<file path="config.mk">
export PLATFORM = sky130hd
export DESIGN_NAME = ps2_char_fifo_flat
export DESIGN_NICKNAME = d
export VERILOG_FILES = /design/src/rtl/ps2_kbd_pkg.sv /design/src/rtl/ps2_char_fifo_if.sv /design/src/rtl/ps2_ascii_lut.sv /design/src/rtl/ps2_char_fifo.sv /design/src/flat_wrapper.sv
export SDC_FILE = /design/constraint.sdc
export NUM_CORES = 1
export LEC_CHECK = 0
export ABC_AREA = 1
export CORE_AREA = 10 10 144 146
export CTS_BUF_LIST = sky130_fd_sc_hd__clkbuf_8 sky130_fd_sc_hd__clkbuf_16
export DETAILED_ROUTE_END_ITERATION = 12
export DIE_AREA = 0 0 154 156
export HOLD_SLACK_MARGIN = 0.12
export SLEW_MARGIN = 20
export SYNTH_ARGS = -nofsm -noshare
export SYNTH_HDL_FRONTEND = slang
export SYNTH_SLANG_ARGS = --single-unit
</file>
<file path="constraint.sdc">
create_clock -name clk -period 7.6 [get_ports clk]
set_input_delay 1.52 -clock clk [delete_from_list [all_inputs] [get_ports clk]]
set_output_delay 1.52 -clock clk [all_outputs]
set_load 0.05 [all_outputs]
</file>
<file path="src/rtl/ps2_kbd_pkg.sv">
// Shared definitions for the PS/2 set-2 keyboard path: decoder states,
// scan code constants and the ASCII control characters it emits.
package ps2_kbd_pkg;

    // Decoder position within a make / break / extended prefix sequence
    typedef enum logic [1:0] {
        IDLE,
        BREAK,
        EXT,
        EXT_BREAK
    } kbd_state_e;

    // Prefix and modifier scan codes
    localparam logic [7:0] KEY_BREAK = 8'hF0;
    localparam logic [7:0] KEY_EXT   = 8'hE0;
    localparam logic [7:0] LSHIFT    = 8'h12;
    localparam logic [7:0] RSHIFT    = 8'h59;
    localparam logic [7:0] CTRL      = 8'h14;
    localparam logic [7:0] CAPS      = 8'h58;
    localparam logic [7:0] ACK       = 8'hFA;
    localparam logic [7:0] BAT       = 8'hAA;
    // Enter; after the extended prefix it is the keypad Enter key
    localparam logic [7:0] KEY_ENTER = 8'h5A;

    // ASCII control characters
    localparam logic [7:0] CR  = 8'h0D;
    localparam logic [7:0] BS  = 8'h08;
    localparam logic [7:0] TAB = 8'h09;
    localparam logic [7:0] ESC = 8'h1B;

endpackage

</file>
<file path="src/rtl/ps2_char_fifo_if.sv">
// Byte stream in from the PS/2 receiver and valid/ready character stream out.
interface ps2_char_fifo_if;
    logic [7:0] code_in;
    logic       code_valid;
    logic [7:0] char_out;
    logic       char_valid;
    logic       char_ready;

    // Receiver and consumer side (drives codes, accepts characters)
    modport master (
        output code_in, code_valid, char_ready,
        input  char_out, char_valid
    );

    // Character buffer side
    modport slave (
        input  code_in, code_valid, char_ready,
        output char_out, char_valid
    );
endinterface

</file>
<file path="src/rtl/ps2_ascii_lut.sv">
// Combinational set-2 scan code to ASCII translation under the current
// Shift / Caps / Ctrl state. hit=0 means the key produces no character.
module ps2_ascii_lut
    import ps2_kbd_pkg::*;
(
    input  logic [7:0] code,
    input  logic       shift,
    input  logic       caps,
    input  logic       ctrl,
    output logic [7:0] ascii,
    output logic       hit
);

    logic [4:0]  w_letter;  // 1..26 for a..z, 0 when not a letter
    logic [15:0] w_glyph;   // {plain, shifted}, 0 when unmapped

    // Letter keys map to their alphabet index
    // NOTE: every always_comb output gets a default first so no path infers a latch.
    always_comb begin
        w_letter = 5'd0;
        case (code)
            8'h1C: w_letter = 5'd1;   8'h32: w_letter = 5'd2;
            8'h21: w_letter = 5'd3;   8'h23: w_letter = 5'd4;
            8'h24: w_letter = 5'd5;   8'h2B: w_letter = 5'd6;
            8'h34: w_letter = 5'd7;   8'h33: w_letter = 5'd8;
            8'h43: w_letter = 5'd9;   8'h3B: w_letter = 5'd10;
            8'h42: w_letter = 5'd11;  8'h4B: w_letter = 5'd12;
            8'h3A: w_letter = 5'd13;  8'h31: w_letter = 5'd14;
            8'h44: w_letter = 5'd15;  8'h4D: w_letter = 5'd16;
            8'h15: w_letter = 5'd17;  8'h2D: w_letter = 5'd18;
            8'h1B: w_letter = 5'd19;  8'h2C: w_letter = 5'd20;
            8'h3C: w_letter = 5'd21;  8'h2A: w_letter = 5'd22;
            8'h1D: w_letter = 5'd23;  8'h22: w_letter = 5'd24;
            8'h35: w_letter = 5'd25;  8'h1A: w_letter = 5'd26;
            default: w_letter = 5'd0;
        endcase
    end

    // Digits, punctuation and control keys as {plain, shifted} glyph pairs
    always_comb begin
        w_glyph = 16'h0000;
        case (code)
            8'h16: w_glyph = 16'h3121;  // 1 !
            8'h1E: w_glyph = 16'h3240;  // 2 @
            8'h26: w_glyph = 16'h3323;  // 3 #
            8'h25: w_glyph = 16'h3424;  // 4 $
            8'h2E: w_glyph = 16'h3525;  // 5 %
            8'h36: w_glyph = 16'h365E;  // 6 ^
            8'h3D: w_glyph = 16'h3726;  // 7 &
            8'h3E: w_glyph = 16'h382A;  // 8 *
            8'h46: w_glyph = 16'h3928;  // 9 (
            8'h45: w_glyph = 16'h3029;  // 0 )
            8'h0E: w_glyph = 16'h607E;  // ` ~
            8'h4E: w_glyph = 16'h2D5F;  // - _
            8'h55: w_glyph = 16'h3D2B;  // = +
            8'h54: w_glyph = 16'h5B7B;  // [ {
            8'h5B: w_glyph = 16'h5D7D;  // ] }
            8'h5D: w_glyph = 16'h5C7C;  // \ |
            8'h4C: w_glyph = 16'h3B3A;  // ; :
            8'h52: w_glyph = 16'h2722;  // ' "
            8'h41: w_glyph = 16'h2C3C;  // , <
            8'h49: w_glyph = 16'h2E3E;  // . >
            8'h4A: w_glyph = 16'h2F3F;  // / ?
            8'h29: w_glyph = {8'h20, 8'h20};
            8'h5A: w_glyph = {CR, CR};
            8'h66: w_glyph = {BS, BS};
            8'h0D: w_glyph = {TAB, TAB};
            8'h76: w_glyph = {ESC, ESC};
            default: w_glyph = 16'h0000;
        endcase
    end

    // Apply modifiers: Ctrl folds letters to control codes and blocks the rest
    always_comb begin
        ascii = 8'h00;
        hit   = 1'b0;
        if (w_letter != 5'd0) begin
            hit = 1'b1;
            if (ctrl)
                ascii = {3'b000, w_letter};
            else if (shift ^ caps)
                ascii = 8'h40 + {3'b000, w_letter};
            else
                ascii = 8'h60 + {3'b000, w_letter};
        end else if ((w_glyph != 16'h0000) && !ctrl) begin
            hit   = 1'b1;
            ascii = shift ? w_glyph[7:0] : w_glyph[15:8];
        end
    end

endmodule

</file>
<file path="src/rtl/ps2_char_fifo.sv">
// PS/2 scan code decoder feeding a character FIFO with a valid/ready output.
// Tracks Shift/Ctrl/Caps and keeps sticky overflow and protocol error flags.
module ps2_char_fifo
    import ps2_kbd_pkg::*;
#(
    parameter int ADDR_W  = 4,
    parameter int CAPS_EN = 1
) (
    input  logic              clk,
    input  logic              rst_n,
    ps2_char_fifo_if.slave    bus,
    output logic [ADDR_W:0]   count,
    output logic              full,
    output logic              overflow,
    output logic              proto_err,
    input  logic              clr_err,
    output logic [2:0]        mod_state
);

    localparam int              DEPTH  = 1 << ADDR_W;
    localparam logic [ADDR_W:0] C_FULL = {1'b1, {ADDR_W{1'b0}}};

    kbd_state_e        r_state;
    logic              r_shift;
    logic              r_ctrl;
    logic              r_caps;
    logic              r_caps_held;
    logic [7:0]        r_mem [DEPTH];
    logic [ADDR_W-1:0] r_wr_ptr;
    logic [ADDR_W-1:0] r_rd_ptr;
    logic [ADDR_W:0]   r_count;
    logic              r_overflow;
    logic              r_proto_err;

    logic [7:0]        w_lut_ascii;
    logic              w_lut_hit;
    logic              w_push;
    logic [7:0]        w_push_data;
    logic              w_err;
    logic              w_full;
    logic              w_pop;
    logic              w_wr_en;
    logic              w_drop;

    ps2_ascii_lut u_lut (
        .code  (bus.code_in),
        .shift (r_shift),
        .caps  (r_caps),
        .ctrl  (r_ctrl),
        .ascii (w_lut_ascii),
        .hit   (w_lut_hit)
    );

    // Classify the incoming byte: character to queue, protocol error, or neither
    always_comb begin
        w_push      = 1'b0;
        w_push_data = 8'h00;
        w_err       = 1'b0;
        if (bus.code_valid) begin
            case (r_state)
                IDLE: begin
                    w_push      = w_lut_hit;
                    w_push_data = w_lut_ascii;
                end
                BREAK:     w_err = (bus.code_in == KEY_BREAK) || (bus.code_in == KEY_EXT);
                EXT: begin
                    w_push      = (bus.code_in == KEY_ENTER);
                    w_push_data = CR;
                    w_err       = (bus.code_in == KEY_EXT);
                end
                EXT_BREAK: w_err = (bus.code_in == KEY_BREAK) || (bus.code_in == KEY_EXT);
                default: ;
            endcase
        end
    end

    assign w_full  = (r_count == C_FULL);
    assign w_pop   = (r_count != '0) && bus.char_ready;
    assign w_wr_en = w_push && (!w_full || w_pop);
    assign w_drop  = w_push && w_full && !w_pop;

    // Decoder FSM and modifier state, advanced once per qualified code byte
    // NOTE: clocked state uses non-blocking assignments so every register samples pre-edge values.
    always_ff @(posedge clk) begin
        if (!rst_n) begin
            r_state     <= IDLE;
            r_shift     <= 1'b0;
            r_ctrl      <= 1'b0;
            r_caps      <= 1'b0;
            r_caps_held <= 1'b0;
        end else if (bus.code_valid) begin
            case (r_state)
                IDLE: begin
                    case (bus.code_in)
                        KEY_BREAK:      r_state <= BREAK;
                        KEY_EXT:        r_state <= EXT;
                        LSHIFT, RSHIFT: r_shift <= 1'b1;
                        CTRL:           r_ctrl  <= 1'b1;
                        CAPS: begin
                            // Typematic repeats of a held Caps key must not re-toggle
                            if (CAPS_EN != 0) begin
                                if (!r_caps_held)
                                    r_caps <= ~r_caps;
                                r_caps_held <= 1'b1;
                            end
                        end
                        ACK, BAT: ;
                        default: ;
                    endcase
                end
                BREAK: begin
                    r_state <= IDLE;
                    case (bus.code_in)
                        LSHIFT, RSHIFT: r_shift     <= 1'b0;
                        CTRL:           r_ctrl      <= 1'b0;
                        CAPS:           r_caps_held <= 1'b0;
                        default: ;
                    endcase
                end
                EXT: begin
                    case (bus.code_in)
                        KEY_BREAK: r_state <= EXT_BREAK;
                        CTRL: begin
                            r_ctrl  <= 1'b1;
                            r_state <= IDLE;
                        end
                        default:   r_state <= IDLE;
                    endcase
                end
                EXT_BREAK: begin
                    if (bus.code_in == CTRL)
                        r_ctrl <= 1'b0;
                    r_state <= IDLE;
                end
                default: r_state <= IDLE;
            endcase
        end
    end

    // Character storage
    // NOTE: the storage array is deliberately left out of reset; validity comes from r_count.
    always_ff @(posedge clk) begin
        if (w_wr_en)
            r_mem[r_wr_ptr] <= w_push_data;
    end

    // FIFO pointers and occupancy; pointers wrap naturally at the depth
    always_ff @(posedge clk) begin
        if (!rst_n) begin
            r_wr_ptr <= '0;
            r_rd_ptr <= '0;
            r_count  <= '0;
        end else begin
            if (w_wr_en)
                r_wr_ptr <= r_wr_ptr + ADDR_W'(1);
            if (w_pop)
                r_rd_ptr <= r_rd_ptr + ADDR_W'(1);
            case ({w_wr_en, w_pop})
                2'b10:   r_count <= r_count + (ADDR_W+1)'(1);
                2'b01:   r_count <= r_count - (ADDR_W+1)'(1);
                default: ;
            endcase
        end
    end

    // Sticky error flags; a new error in the clearing cycle keeps the flag set
    always_ff @(posedge clk) begin
        if (!rst_n) begin
            r_overflow  <= 1'b0;
            r_proto_err <= 1'b0;
        end else begin
            if (w_drop)
                r_overflow <= 1'b1;
            else if (clr_err)
                r_overflow <= 1'b0;
            if (w_err)
                r_proto_err <= 1'b1;
            else if (clr_err)
                r_proto_err <= 1'b0;
        end
    end

    assign bus.char_valid = (r_count != '0);
    assign bus.char_out   = (r_count != '0) ? r_mem[r_rd_ptr] : 8'h00;
    assign count          = r_count;
    assign full           = w_full;
    assign overflow       = r_overflow;
    assign proto_err      = r_proto_err;
    assign mod_state      = {r_caps, r_ctrl, r_shift};

endmodule
</file>
<file path="src/flat_wrapper.sv">
// flat-port wrapper written by rule: the top's interface ports become plain ports
module ps2_char_fifo_flat import ps2_kbd_pkg::*;
#(
    parameter int ADDR_W  = 4,
    parameter int CAPS_EN = 1
)
  (clk, rst_n, count, full, overflow, proto_err, clr_err, mod_state, bus_code_in, bus_code_valid, bus_char_ready, bus_char_out, bus_char_valid);
  ps2_char_fifo_if bus_i ();
  input  logic clk;
  input  logic rst_n;
  output logic [ADDR_W:0] count;
  output logic full;
  output logic overflow;
  output logic proto_err;
  input  logic clr_err;
  output logic [2:0] mod_state;
  input wire logic [$bits(bus_i.code_in)-1:0] bus_code_in;
  input wire logic [$bits(bus_i.code_valid)-1:0] bus_code_valid;
  input wire logic [$bits(bus_i.char_ready)-1:0] bus_char_ready;
  output wire logic [$bits(bus_i.char_out)-1:0] bus_char_out;
  output wire logic [$bits(bus_i.char_valid)-1:0] bus_char_valid;
  assign bus_i.code_in = bus_code_in;
  assign bus_i.code_valid = bus_code_valid;
  assign bus_i.char_ready = bus_char_ready;
  assign bus_char_out = bus_i.char_out;
  assign bus_char_valid = bus_i.char_valid;
  ps2_char_fifo #(.ADDR_W(ADDR_W), .CAPS_EN(CAPS_EN)) u_core (.clk(clk), .rst_n(rst_n), .bus(bus_i), .count(count), .full(full), .overflow(overflow), .proto_err(proto_err), .clr_err(clr_err), .mod_state(mod_state));
endmodule
</file>
==> out/results.ini, run 1 <==
[global_routing]
grt_max_degree=57
grt_usage=0.158
overflow=0
antenna_found_initial=0
grt_pass1_wl_um=30500
grt_pass1_vias=5874

[die]
die_w_um=154
num_io_pins=33
coreArea_um2=17800
dieArea_um2=24000
die_h_um=156
rows=49
initial_core_util=0.402

[sta]
fmax_mhz=185
hold_slack_ns=0.469
final-setup-viol-count=0
finalCritPeriodShare=0.710
setup_tns_ns=0
rsz0062_at_grt=no
drv_slew=0
slew_headroom=0.400
hold_viol_final=0
min_period_ns=5.40
tightest_slew_ns=0.899
clock_skew_ns=0.00886

[clock_tree]
clk_latency_ns=0.41
root_buffer=clkbuf_16
cts_tree=yes
cts_max_path_buffers=2
cts_buffers=17
clkSinkCount=137
cts_max_level=4
ctsResizeCount=0
clkTransAtPathRegs_ns=0.06
cts-hold-fix-buffers=0
cts_setup_buffers=0

[logic_synthesis]
ys.warnings.count=0
async_flop_share=0
netlist_instances=833
ys_seq_area_frac=0.539
synth_area_um2=7170
synth_top_cells_by_area=edfxtp_1, nand2_1, nor2_1
synth_most_common_cell=nand2_1
synth_common_cells=nand2_1, nor2_1, edfxtp_1
synth-main-ff-cell=edfxtp_1
synth-edff-count=112
ys_ff_latch=137
synth.distinct_cells=35
syn_nets=859
yosys.area.top_type=edfxtp_1
yosysTopAreaCellShare=0.469
avgSynthCellArea_um2=8.60

[worst_setup_path]
crit_path_max_fanout=20
required_ns=7.90
crit_type=in -> reg
end_kind=register
crit_path_start_kind=primary input
arrival_ns=5.70

[final_layout]
fillers=1724
final_net_count=877
syn_to_final_growth_pct=14.6
layout-drive-gt1-share=0.0683
insertedDiodeCount=0

[drt]
routedWlPerCell_um=17.6
drt_wl_total_um=19300
drc=0
vias=5976
drtIter0Drc=509
first_pass_iters=5
viasPerCell=5.47
ant_nets=0

[flow_run]
cap_violations=0

[pwr]
peakVddDrop_v=0.000257
p_per_area_nw_per_um2=309
p_leak_uw=0.00320

[place]
hpwl_um=13000
io_buffers=31
gp_congestion=0.966

[outcome]
status=finished clean

[hold_path]
holdCritPathClass=reg -> reg

-- worst max-delay path, cell delays in order --
cell,delay (ns)
clkdlybuf4s50_1,0.97
inv_2,0.27
nor2_2,0.32
nand3_1,0.20
nand2_1,0.14
nand2_1,0.06
nand2_1,0.08
nand2_1,0.06
a21oi_1,0.25
nand2_1,0.08
nor2_1,0.10
nand2_1,0.06
nand2_1,0.09
nand2_1,0.07
nand2_1,0.08
nand2_2,0.08
nand2_4,0.11
nand2_2,0.10
inv_1,0.11
ha_1,0.25
inv_1,0.09
o21bai_1,0.08
a31oi_1,0.18
inv_1,0.06
nand2_1,0.08
nand3_1,0.07
nand2_1,0.06
nor2_1,0.05
-- layout by cell type (no fill, tap or decap), drive strengths merged, types with 5 or more instances in the layout --
| cell type | count |
|---|---|
| o22ai | 9 |
| nand4 | 11 |
| inv | 79 |
| nand2 | 165 |
| o21ai | 91 |
| buf | 7 |
| dfxtp | 25 |
| nor2 | 152 |
| a21oi | 39 |
| ha | 12 |
| clkbuf | 17 |
| a31oi | 5 |
| nand3 | 57 |
| o221ai | 20 |
| a211oi | 6 |
| edfxtp | 112 |
| clkdlybuf4s50 | 31 |
-- worst paths after layout --
path                                      start              end  slack [ns]  depth (start not counted)
worst max-delay path             bus_code_in[3]  u_core.count[4]        2.20                         28
worst min-delay path            u_core.overflow  u_core.overflow        0.47                          2
worst max register to register  u_core.count[2]  u_core.count[4]        4.40                         17
worst min register to register  u_core.overflow  u_core.overflow        0.47                          2
-- layout make-up --
type                       count  area (µm²)  share of cell area
sequential                   137        3860               0.471
multi-input combinational    584        2850               0.347
clock buffer                  17         425              0.0518
timing repair buffer          38         363              0.0442
tap                          229         287              0.0349
inverter                      73         274              0.0334
clock inverter                15         151              0.0184
-- registers in the layout, indices dropped and copies added, names as in the netlist, named ones only --
signal	cells
u_core.count	5
u_core.overflow	1
u_core.proto_err	1
u_core.r_caps	1
u_core.r_caps_held	1
u_core.r_ctrl	1
u_core.r_mem	112
u_core.r_rd_ptr	4
u_core.r_shift	1
u_core.r_state	2
u_core.r_wr_ptr	4
-- stage by stage --
step	worst slack (ns)	power, µW	std cells	instance area [µm²]	util
6_report	2.20	2540	1093	8210	0.460
5_1_grt	1.88	2680	1093	8210	0.460
4_1_cts	2.29	2550	1093	8210	0.460
3_5_place_dp	1.88	1760	1061	7630	0.428
3_3_place_gp	1.92	1760	1061	7630	0.428
2_1_floorplan	3.32	1490	833	7170	-
-- kinds of logic (layout without fill, tap and decap cells) --
kind of cell               Yosys count  in the layout  synth area share
and+or+nand+nor                    390            390             0.227
AOI/OAI and AO/OA                  176            176             0.141
DFF                                137            137             0.539
buffers and inverters              112            143            0.0636
adders and majority gates           13             13            0.0237
xor gates and xnor gates             4              4           0.00489
other                                1              1          0.000523
-- routing by layer --
| layer | up-vias | share of wire | global-route usage | wire [µm] |
|---|---|---|---|---|
| met2 | 205 | 0.48 | 0.264 | 9150 |
| met3 | 38 | 0.052 | 0.0323 | 999 |
| met1 | 2824 | 0.44 | 0.192 | 8530 |
| met5 | - | 0 | 0 | 0 |
| li1 | 2909 | - | - | - |
| met4 | 0 | 0.030 | 0.0702 | 586 |
-- report_power, final --
part	switching [µW]	internal (µW)
clock	314	483
combinational	599	247
sequential	29.7	866
Power figures use the tool's default switching activity.
==> run 2, diff against run 1 <==
==> constraint.sdc (replaced) <==
create_clock -name clk -period 4.4 [get_ports clk]
set_input_delay 0.88 -clock clk [delete_from_list [all_inputs] [get_ports clk]]
set_output_delay 0.88 -clock clk [all_outputs]
set_load 0.05 [all_outputs]
==> out/results.ini, run 2 (synthesis results as in run 1) <==
[drt]
route.met2.wl_um=8990  ; was 9150 µm
drtIter0Drc=452  ; was 509
first_pass_iters=6  ; was 5
wl_met1_um=8630  ; was 8530 µm
routedWlPerCell_um=16.7  ; was 17.6 µm
drt_wl_total_um=19100  ; was 19300 µm
drc=0  ; unchanged
ant_nets=0  ; unchanged
viasPerCell=5.24  ; was 5.47
vias=6014  ; was 5976
top_layer_used=met4  ; unchanged
wl_met3_um=1010  ; was 999 µm

[sta]
tightest_slew_ns=0.563  ; was 0.899 ns
final-setup-viol-count=0  ; unchanged
clock_skew_ns=0.0151  ; was 0.00886 ns
hold_viol_final=0  ; unchanged
finalCritPeriodShare=0.900
fmax_mhz=252
slew_headroom=0.625  ; was 0.400
fin_ws_ns=0.439  ; was 2.20 ns
min_period_ns=3.96
rsz0062_at_grt=no  ; unchanged
drv_slew=0  ; unchanged

[clock_tree]
clkTransAtPathRegs_ns=0.06  ; about the same
cts_max_path_buffers=2  ; unchanged
cts_buffers=17  ; unchanged
cts-hold-fix-buffers=0  ; unchanged
clk_latency_ns=0.41  ; about the same
cts_max_level=4  ; unchanged
cts_tree=yes  ; unchanged
root_buffer=clkbuf_16  ; unchanged
clkSinkCount=137  ; unchanged

[place]
hpwl_um=13400  ; was 13000 µm
place_inst=1116  ; was 1061
gp_congestion=0.956  ; was 0.966
io_buffers=31  ; unchanged
pre_cts_ws_ns=-0.0338  ; was 1.88 ns

[worst_setup_path]
slowest_stage=clkdlybuf4s50_1  ; unchanged
arrival_ns=4.27  ; was 5.70 ns
required_ns=4.71  ; was 7.90 ns
crit_path_start_kind=primary input  ; unchanged
crit_family=simple AND/OR/NAND/NOR gates  ; unchanged
crit_path_max_fanout=4  ; was 20
worst-path-buf-inv=6  ; was 5
cp_common_cell=nand2_1  ; unchanged
cpPeakStageDelay_ns=0.53  ; was 0.97 ns
end_kind=register  ; unchanged
crit_type=in -> reg  ; unchanged

[final_layout]
fillers=1722  ; was 1724
final_net_count=932  ; was 877
layout-drive-gt1-share=0.138  ; was 0.0683
top_register=u_core.r_mem  ; unchanged
fin_cells=1148  ; was 1093
syn_to_final_growth_pct=20.6  ; was 14.6%
largest_register_ffs=112  ; unchanged
layout_common_cells=nand2_1, nor2_1, edfxtp_1  ; unchanged
final_common_cell=nand2_1  ; unchanged
final_core_util=0.484  ; was 0.460
insertedDiodeCount=0  ; unchanged

[pwr]
peakVddDrop_v=0.000497  ; was 0.000257 V
comb_power_share=0.338  ; was 0.333
clkPwrFrac=0.315  ; was 0.314
p_per_area_nw_per_um2=515  ; was 309 nW/µm²
power.internal_uw=2800  ; was 1600 µW
power_uw=4450  ; was 2540 µW
p_leak_uw=0.00349  ; was 0.00320 µW
p_sw_uw=1650  ; was 942 µW
p_seq_frac=0.347  ; was 0.353
swShare=0.371  ; about the same

[die]
coreArea_um2=17800  ; unchanged
num_io_pins=33  ; unchanged
rows=49  ; unchanged
die_w_um=154  ; unchanged
initial_core_util=0.402  ; unchanged
dieArea_um2=24000  ; unchanged
die_h_um=156  ; unchanged

[global_routing]
grt_max_degree=57  ; unchanged
overflow=0  ; unchanged
grt_pass1_wl_um=31000  ; was 30500 µm
antenna_found_initial=0  ; unchanged
grt_pass1_vias=5933  ; was 5874
grt_usage=0.160  ; was 0.158

[outcome]
status=finished clean  ; unchanged

[flow_run]
cap_violations=0  ; unchanged

[hold_path]
holdCritPathClass=reg -> reg  ; unchanged

run 2: changes by cell type in the layout (fill, tap and decap cells not counted):
cell / previous run / this run
a21oi_1: 38 / 36
a21oi_2: 1 / 3
buf_12: 0 / 1
buf_4: 7 / 68
clkdlybuf4s50_1: 31 / 24
clkinv_4: 2 / 3
clkinvlp_4: 3 / 2
inv_1: 69 / 67
inv_6: 4 / 6
nand2_1: 157 / 155
nand2_2: 7 / 9
run 2: layout make-up:
type / count / area (µm²) / share of cell area
Sequential cell: 137 / 3860 / 0.447
Multi-Input combinational cell: 584 / 2860 / 0.331
Timing Repair Buffer: 93 / 771 / 0.0892
Clock buffer: 17 / 425 / 0.0492
Tap cell: 229 / 287 / 0.0332
Inverter: 73 / 274 / 0.0317
Clock inverter: 15 / 163 / 0.0188
run 2: power by group through the flow:
stage / clock [µW] / combinational [µW] / sequential (µW)
finish: 1400 / 1500 / 1540
global route: 1490 / 1660 / 1550
CTS: 1420 / 1510 / 1540
detailed placement: 0 / 1510 / 1570
global placement: 0 / 1510 / 1570
floorplan: 0 / 953 / 1620
run 2: path summary, 6_finish.rpt:
check	start	endpoint	slack [ns]	cells after the start
max	bus_code_in[1]	u_core.count[4]	0.44	29
min	u_core.overflow	u_core.overflow	0.47	2
max reg2reg	u_core.count[3]	u_core.count[4]	1.64	18
min reg2reg	u_core.overflow	u_core.overflow	0.47	2
run 2: timing repair:
item	CTS	global route
gates resized for setup	0	4
endpoints found under the setup margin	0	1
endpoints found under the hold margin	0	0
buffers inserted	0	0
run 2: layer usage:
| layer | GRT usage | up-vias |
|---|---|---|
| met5 | 0 | - |
| met4 | 0.0684 | 0 |
| met3 | 0.0345 | 38 |
| met2 | 0.259 | 164 |
| met1 | 0.202 | 2808 |
| li1 | - | 3004 |
run 2: tightest hold or removal path: cells and delay by family (launching register included):
family / cells / cell delay, ns
flip-flops: 1 / 0.30
AND/OR/NAND/NOR: 1 / 0.06
AO/OA/AOI/OAI: 1 / 0.06
run 2: through the flow:
stage / setup TNS [ns] / hold slack (ns) / area (µm²)
finish: 0 / 0.469 / 8640
global route: 0 / 0.518 / 8640
CTS: 0 / 0.473 / 8630
detailed placement: -0.0338 / 0.456 / 8040
global placement: 0 / 0.462 / 8040
floorplan: 0 / 0.450 / 7170
==> run 3, diff against run 2 <==
--- a/config.mk
+++ b/config.mk
@@ -6,6 +6,7 @@
 export NUM_CORES = 1
 export LEC_CHECK = 0
 export ABC_AREA = 1
+export CAP_MARGIN = 10
 export CORE_AREA = 10 10 144 146
 export CTS_BUF_LIST = sky130_fd_sc_hd__clkbuf_8 sky130_fd_sc_hd__clkbuf_16
 export DETAILED_ROUTE_END_ITERATION = 12
==> results of run 3 <==
The final DEF is identical to that of run 2; final timing and power are the same.
